## src/rtl/tdm_pkg.sv

```systemverilog
// Shared TDM definitions for the lane mux (tx) and demux (rx).
// Optional parity is enabled with the TDM_PARITY_EN macro.
package tdm_pkg;

  typedef enum logic {
    StHunt = 1'b0,
    StRecv = 1'b1
  } tdm_state_e;

  localparam int unsigned DefaultLanes = 2;
  localparam int unsigned DefaultWidth = 8;

  function automatic int unsigned frame_bits(int unsigned lanes, int unsigned width);
    return lanes * width;
  endfunction

endpackage

```

## src/rtl/tdm_shift_cnt.sv

```systemverilog
// Serial shift register, beat counter and running parity for the TDM receiver.
// Parity tracking exists only when TDM_PARITY_EN is defined.
module tdm_shift_cnt
  import tdm_pkg::*;
#(
  parameter int unsigned ShW  = 15,
  parameter int unsigned CntW = 5
) (
  input  logic            clk,
  input  logic            rst,
  input  logic            in_bit,
  input  logic            start,
  input  logic            shift,
  input  logic            clear,
  output logic [ShW-1:0]  shreg,
  output logic [CntW-1:0] cnt
`ifdef TDM_PARITY_EN
  ,
  output logic            par
`endif
);

  logic [ShW-1:0]  sh_d, sh_q;
  logic [CntW-1:0] cnt_d, cnt_q;
`ifdef TDM_PARITY_EN
  logic            par_d, par_q;
`endif

  always_comb begin
    sh_d  = sh_q;
    cnt_d = cnt_q;
`ifdef TDM_PARITY_EN
    par_d = par_q;
`endif
    if (start) begin
      sh_d  = ShW'(in_bit);
      cnt_d = CntW'(1);
`ifdef TDM_PARITY_EN
      par_d = in_bit;
`endif
    end else if (shift) begin
      sh_d  = (sh_q << 1) | ShW'(in_bit);
      cnt_d = cnt_q + CntW'(1);
`ifdef TDM_PARITY_EN
      par_d = par_q ^ in_bit;
`endif
    end else if (clear) begin
      cnt_d = '0;
`ifdef TDM_PARITY_EN
      par_d = 1'b0;
`endif
    end
  end

  always_ff @(posedge clk) begin
    if (rst) begin
      sh_q  <= '0;
      cnt_q <= '0;
`ifdef TDM_PARITY_EN
      par_q <= 1'b0;
`endif
    end else begin
      sh_q  <= sh_d;
      cnt_q <= cnt_d;
`ifdef TDM_PARITY_EN
      par_q <= par_d;
`endif
    end
  end

  assign shreg = sh_q;
  assign cnt   = cnt_q;
`ifdef TDM_PARITY_EN
  assign par   = par_q;
`endif

endmodule

```

## src/rtl/tdm_demux_rx.sv

```systemverilog
// TDM receiver: recovers per-lane words from a sync-framed serial stream.
// Define TDM_PARITY_EN to append and check an even-parity bit per frame.
module tdm_demux_rx
  import tdm_pkg::*;
#(
  parameter int unsigned LANES = DefaultLanes,
  parameter int unsigned WIDTH = DefaultWidth
) (
  input  logic                   clk,
  input  logic                   rst,
  input  logic                   in_bit,
  input  logic                   in_sync,
  input  logic                   in_valid,
  output logic [LANES*WIDTH-1:0] out_data,
  output logic                   out_valid,
  output logic                   locked,
  output logic                   sync_err,
  output logic                   par_err
);

  localparam int unsigned FrameBits = frame_bits(LANES, WIDTH);
`ifdef TDM_PARITY_EN
  localparam int unsigned FrameLen  = FrameBits + 1;
  localparam int unsigned ShW       = FrameBits;
`else
  localparam int unsigned FrameLen  = FrameBits;
  // The final data bit is taken straight from in_bit, so one stage is enough to spare.
  localparam int unsigned ShW       = FrameBits - 1;
`endif
  localparam int unsigned CntW      = $clog2(FrameBits + 2);

  tdm_state_e           state_q;
  logic [ShW-1:0]       shreg;
  logic [CntW-1:0]      cnt;
  logic [FrameBits-1:0] frame_word, frame_ord;
  logic                 recv, last_beat, start, shift, clear;

  assign recv      = (state_q == StRecv);
  assign last_beat = (cnt == CntW'(FrameLen - 1));
  assign start     = in_valid & in_sync;
  assign shift     = in_valid & ~in_sync & recv & ~last_beat;
  assign clear     = in_valid & ~in_sync & recv & last_beat;

`ifdef TDM_PARITY_EN
  logic par, par_ok;

  tdm_shift_cnt #(
    .ShW  (ShW),
    .CntW (CntW)
  ) u_shift_cnt (
    .clk    (clk),
    .rst    (rst),
    .in_bit (in_bit),
    .start  (start),
    .shift  (shift),
    .clear  (clear),
    .shreg  (shreg),
    .cnt    (cnt),
    .par    (par)
  );

  assign frame_word = shreg;
  assign par_ok     = ~(par ^ in_bit);
`else
  tdm_shift_cnt #(
    .ShW  (ShW),
    .CntW (CntW)
  ) u_shift_cnt (
    .clk    (clk),
    .rst    (rst),
    .in_bit (in_bit),
    .start  (start),
    .shift  (shift),
    .clear  (clear),
    .shreg  (shreg),
    .cnt    (cnt)
  );

  assign frame_word = {shreg, in_bit};
  assign par_err    = 1'b0;
`endif

  // Lane 0 arrives first, so it sits at the top of the shift order.
  always_comb begin
    frame_ord = '0;
    for (int unsigned k = 0; k < LANES; k++) begin
      frame_ord[k*WIDTH +: WIDTH] = frame_word[(LANES-1-k)*WIDTH +: WIDTH];
    end
  end

  always_ff @(posedge clk) begin
    if (rst) begin
      state_q   <= StHunt;
      out_data  <= '0;
      out_valid <= 1'b0;
      sync_err  <= 1'b0;
`ifdef TDM_PARITY_EN
      par_err   <= 1'b0;
`endif
    end else begin
      out_valid <= 1'b0;
      sync_err  <= 1'b0;
`ifdef TDM_PARITY_EN
      par_err   <= 1'b0;
`endif
      if (in_valid) begin
        unique case (state_q)
          StHunt: begin
            if (in_sync) state_q <= StRecv;
          end
          StRecv: begin
            if (in_sync) begin
              sync_err <= 1'b1;
            end else if (last_beat) begin
              state_q <= StHunt;
`ifdef TDM_PARITY_EN
              if (par_ok) begin
                out_valid <= 1'b1;
                out_data  <= frame_ord;
              end else begin
                par_err <= 1'b1;
              end
`else
              out_valid <= 1'b1;
              out_data  <= frame_ord;
`endif
            end
          end
          default: state_q <= StHunt;
        endcase
      end
    end
  end

  assign locked = recv;

endmodule

```

## config.mk

```make
export PLATFORM = sky130hd
export DESIGN_NAME = tdm_demux_rx
export DESIGN_NICKNAME = d
export VERILOG_FILES = /design/src/rtl/tdm_pkg.sv /design/src/rtl/tdm_shift_cnt.sv /design/src/rtl/tdm_demux_rx.sv
export SDC_FILE = /design/constraint.sdc
export NUM_CORES = 1
export LEC_CHECK = 0
export BUFFER_PORTS_ARGS = -buffer_cell sky130_fd_sc_hd__buf_2
export CAP_MARGIN = 30
export CORE_MARGIN = 3
export CORE_UTILIZATION = 38
export DETAILED_ROUTE_END_ITERATION = 16
export PLACE_DENSITY = 0.55
export SLEW_MARGIN = 30
export SYNTH_ARGS = -nofsm -noshare
export SYNTH_HDL_FRONTEND = slang
export SYNTH_SLANG_ARGS = --single-unit
export TNS_END_PERCENT = 100
```

## constraint.sdc

```tcl
create_clock -name clk -period 2.67 [get_ports clk]
set_input_delay 0.1335 -clock clk [delete_from_list [all_inputs] [get_ports clk]]
set_output_delay 0.1335 -clock clk [all_outputs]
set_load 0.02 [all_outputs]
```

# Word-level counts from Yosys, hierarchy flattened
# Cells that the tools add are included.
# Widths: inputs -> output; s select.
[word_totals] reg_bits=39 word_cells=37
[classes] addsub=1 bitwise=10 eq_ne=1 reduce_logical=7 n_mux=10
[ops] cell="$or 15x1->15" count=1
[ops] cell="$mux 5" count=2
[ops] cell="$mux 1" count=7
[ops] cell="$add 5x1->5 const B" count=1
[ops] cell="$and 1x1->1" count=5
[ops] cell="$eq 5x4->1 const B" count=1
[ops] cell="$not 1->1" count=4
[ops] cell="$reduce_and 4->1" count=1
[ops] cell="$reduce_bool 2->1" count=2
[ops] cell="$reduce_or 4->1" count=1
[ops] cell="$reduce_bool 3->1" count=1
[ops] cell="$reduce_or 3->1" count=1
[ops] cell="$pmux 1 s2" count=1
[ops] cell="$reduce_or 2->1" count=1

# Logic depth before layout (Yosys ltp)
[depth] ltp_word=7 depth_mapped=10 mapped_depth_nobuf=7

# Cells and area by module
# Synthesis repeated with hierarchy kept, for this count alone.
[unflattened] hier_cells=168 area_unflattened_um2=1699.1
[by_module_without_submodules] module="tdm_demux_rx" area_each_um2=890.9 cells_each=86 n_inst=1
[by_module_without_submodules] module="tdm_shift_cnt" area_each_um2=808.3 cells_each=82 n_inst=1

# Worst setup path before layout
# OpenSTA, ideal clock, no wires.
[synth_timing] path_kind="reg2reg" from="reg u_shift_cnt.cnt_q[0] (netlist: u_shift_cnt.cnt[0])" to="reg out_data[0]" setup_time_ns=0.132 setup_slack_ns=0.792 required_ns=2.538 stages_incl_launch_ff=11 period_less_slack_ns=1.878 arrival_time_ns=1.746 cell_sequence="dfxtp_1 ha_1 and3_1 ha_1 buf_2 inv_2 or2_2 buf_2 buf_2 nand2_1 a21oi_1"
[synth_between] elab_chain_len=2
[synth_lines] element="start, declared" line_no="tdm_shift_cnt.sv:24" source="logic [CntW-1:0] cnt_d, cnt_q;"
[synth_lines] element="start signal, assigned" line_no="tdm_shift_cnt.sv:64" source="cnt_q <= cnt_d;"
[synth_lines] element="$eq 5x4->1" line_no="tdm_demux_rx.sv:39" source="assign last_beat = (cnt == CntW'(FrameLen - 1));"
[synth_lines] element="net last_beat" line_no="tdm_demux_rx.sv:36" source="logic recv, last_beat, start, shift, clear;"
[synth_lines] element="$reduce_and 4->1 (no line)"
[synth_lines] element="end signal, assigned" line_no="tdm_demux_rx.sv:125" source="out_data <= frame_ord;"
[synth_lines] element="end, declared" line_no="tdm_demux_rx.sv:14" source="output logic [LANES*WIDTH-1:0] out_data,"
# The timed path passes the listed nets, and every way through them passes these cells.
# A chain may end at the register's enable or synchronous reset.

# Final worst setup path
[layout_timing] from="reg u_shift_cnt.cnt_q[0] (netlist: u_shift_cnt.cnt[0])" to="reg out_data[10]"
# Same word-level chain as after synthesis.

==> results.py <==
metrics = {
    "outcome": {
        "outcome": "completed",
    },
    "clock_tree": {
        "cts.sinks": 39,
        "cts_tree": "done",
        "htreeDepth": 2,
        "cts_root_buffer": "clkbuf_8",
        "ctsHoldBuffers": 0,
        "cts_buffers": 5,
        "clock_latency_ns": 0.29,
        "post_cts_resized": 0,
        "post_cts_buffers": 0,
        "cts_max_path_buffers": 2,
        "clkTransAtPathRegs_ns": 0.07,
    },
    "logic_synthesis": {
        "ys_seq_area_share_pct": 53.75,
        "yosysWarnings": 0,
        "synth_area_sq_mm": 0.001453,
        "synth_fp_nets": 187,
        "async_flop_share_pct": 0,
        "syn_inst": 180,
        "syn_area_per_cell_sq_um": 8.070,
        "yosysUniqueCellTypes": 29,
        "ys_ff_latch": 39,
        "yosys.area.top_type_share_pct": 53.75,
        "yosys-top-cells-area": "dfxtp_1 (54%), nand2_1 (16%), a21oi_1 (12%), buf_2 (2.4%), ha_1 (1.7%)",
        "synth-edff-count": 0,
        "yosys_most_used_dff": "dfxtp_1",
        "yosys.area.top_type": "dfxtp_1",
        "yosysMostFrequentCell": "nand2_1",
        "synth_common_cells": "nand2_1 (61), dfxtp_1 (39), a21oi_1 (35), buf_2 (7), nor2_1 (6)",
    },
    "route": {
        "postRouteAntennaNets": 0,
        "dr_total_vias": 1173,
        "routedWlPerCell_um": 11.45,
        "vias_per_cell": 4.788,
        "drc": 0,
        "drt_iter0_drc": 41,
        "drtPass1Iterations": 4,
        "drt_wl_total_mm": 2.806,
    },
    "setup_path": {
        "path_buf_inv": 1,
        "cp_common_cell": "ha_1",
        "path_cells": "ha_1, and3_1, ha_1, inv_2, nor2_2, nand2_1, a21oi_1",
        "cp.required_ns": 2.88,
        "rr_startpoint": "u_shift_cnt.cnt[0]$_SDFFE_PP0P_",
        "worstSetupEndpointType": "register",
        "slowest_delay_ns": 0.56,
        "r2r.worst_path.cells": 7,
        "crit_path_end": "out_data[10]$_SDFFE_PP0P_",
        "arrival_ns": 2.29,
        "critical_path_depth": 7,
        "setup.worst_path.start": "u_shift_cnt.cnt[0]$_SDFFE_PP0P_",
        "cp-start-kind": "register",
        "rr_endpoint": "out_data[10]$_SDFFE_PP0P_",
        "slowest_stage": "nor2_2",
        "crit_type": "reg2reg",
        "critPathTopFamily": "simple AND/OR/NAND/NOR gates",
        "r2r_slack_ns": 0.59,
        "crit_fanout": 16,
    },
    "sta": {
        "fin_setup_tns_ns": 0,
        "period_needed_ns": 2.077,
        "fmax_mhz": 481.5,
        "worst_slew_pin_slew_ns": 0.6763,
        "setup_viol": 0,
        "rsz0062_at_grt": "no",
        "relSlewSlack_pct": 54.86,
        "fin_skew_ns": 0.004416,
        "slew_violations": 0,
        "finalHoldViolations": 0,
        "post-route-period-util_pct": 77.79,
    },
    "power_and_ir_drop": {
        "power_mw": 0.9992,
        "p_int_mw": 0.7763,
        "p_sw_share_pct": 22.31,
        "pwr-share-comb_pct": 3.3,
        "leakagePower_nw": 0.6206,
        "power.density_mw_per_mm2": 604.6,
        "power.net_switching_mw": 0.2230,
        "pwr-share-clk_pct": 37.8,
        "max-vdd-ir-drop_uv": 297.5,
        "power_frac_seq_pct": 58.9,
    },
    "placed_design": {
        "hpwl_mm": 1.835,
        "dp_cells": 237,
        "dpl_cell_area_sq_mm": 0.001568,
        "gp_congestion": 0.6976,
        "port_buffers": 23,
    },
    "floorplan": {
        "die_y_um": 67.83,
        "die_area_sq_mm": 0.004601,
        "io_pins": 25,
        "start_util_pct": 41.57,
        "fp-row-count": 21,
        "coreArea_sq_mm": 0.003495,
        "die_w_um": 67.83,
    },
    "cells_and_area": {
        "nFillCells": 360,
        "area_growth_pct": 13.78,
        "drive_above_1_share_pct": 17.59,
        "nets": 205,
        "fin_area_sq_mm": 0.001653,
        "seq_area_sq_um": 780.7,
        "diodes": 0,
        "stdcell_count": 245,
        "multi_input_area_sq_um": 603.1,
    },
    "global_routing": {
        "grt_max_degree": 23,
        "antenna_found_initial": 0,
        "grt_pass1_wl_mm": 4.629,
        "grt-ovfl-total": 0,
        "grt_usage_pct": 13.64,
        "grt_pass1_vias": 1045,
    },
    "flow_run": {
        "drv_cap": 0,
    },
    "worst_hold_path": {
        "hold_class": "in2reg",
    },
}
-- area by class of cell --
class / instances / area share [%]
clock buffer: 6 / 4.391
tap: 46 / 3.482
sequential: 39 / 47.24
timing repair buffer: 23 / 6.964
inverter: 3 / 0.6813
clock inverter: 2 / 0.7570
multi-input combinational: 126 / 36.49
-- placed cells by master, fill, tap and decap left out, drive strengths merged, types with 2 or more instances in the layout --
cell,count
ha,2
nand3b,2
a21oi,35
inv,3
nand2,61
dfxtp,39
o21ai,3
nor2,8
buf,23
clkbuf,6
-- routing by layer --
metal	track usage (%)	wire, um	up-vias
met5	0	0	-
met4	6.700	46	0
met3	3.941	132	4
met2	21.75	1269	23
met1	16.82	1359	528
li1	-	-	618
-- state kept, by name, indices dropped and copies added, names as in the netlist --
register / flops
out_data: 16
u_shift_cnt.shreg: 15
u_shift_cnt.cnt: 5
locked: 1
out_valid: 1
sync_err: 1
-- power by group through the flow --
stage | clock [mW] | combinational, mW | sequential, mW
after floorplan | 0 | 0.0232 | 0.602
after global placement | 0 | 0.0329 | 0.602
after detailed placement | 0 | 0.0338 | 0.602
after CTS | 0.397 | 0.0338 | 0.588
after global routing | 0.419 | 0.0379 | 0.589
final | 0.378 | 0.0334 | 0.588
-- worst min-delay path: stages --
cell and delay (ns):
buf_2 0.10, nand2_1 0.05, a21oi_1 0.05
-- how the worst min path moves through the flow --
stage                       from                           endpoint  slack (ns)  cells after the start
after floorplan           in_bit           out_data[8]$_SDFFE_PP0P_        0.27                      2
after global routing      in_bit           out_data[8]$_SDFFE_PP0P_        0.11                      3
after CTS                 in_bit           out_data[8]$_SDFFE_PP0P_        0.09                      3
after global placement    in_bit  u_shift_cnt.shreg[0]$_SDFFE_PP0P_        0.39                      3
after detailed placement  in_bit  u_shift_cnt.shreg[0]$_SDFFE_PP0P_        0.40                      3
final                     in_bit           out_data[8]$_SDFFE_PP0P_         0.1                      3
-- kinds of logic after synthesis --
family	after synthesis	share of synthesized area (%)
AOI/OAI and AO/OA	42	15.07
adders and majority gates	2	1.722
other	1	0.2582
and+or+nand+nor	80	23.77
buffers and inverters	15	4.737
DFF	39	53.75
muxes	1	0.6891
-- per-stage QoR --
step / setup slack [ns] / hold WS [ns] / utilization, %
final: 0.5931 / 0.09532 / 47.30
after global routing: 0.3140 / 0.1124 / 47.30
after CTS: 0.5508 / 0.09054 / 47.30
after detailed placement: 0.5676 / 0.3955 / 44.86
after global placement: 0.6703 / 0.3896 / 44.86
after floorplan: 0.7922 / 0.2695 / -
No activity file was read; power rests on OpenSTA's default activity.
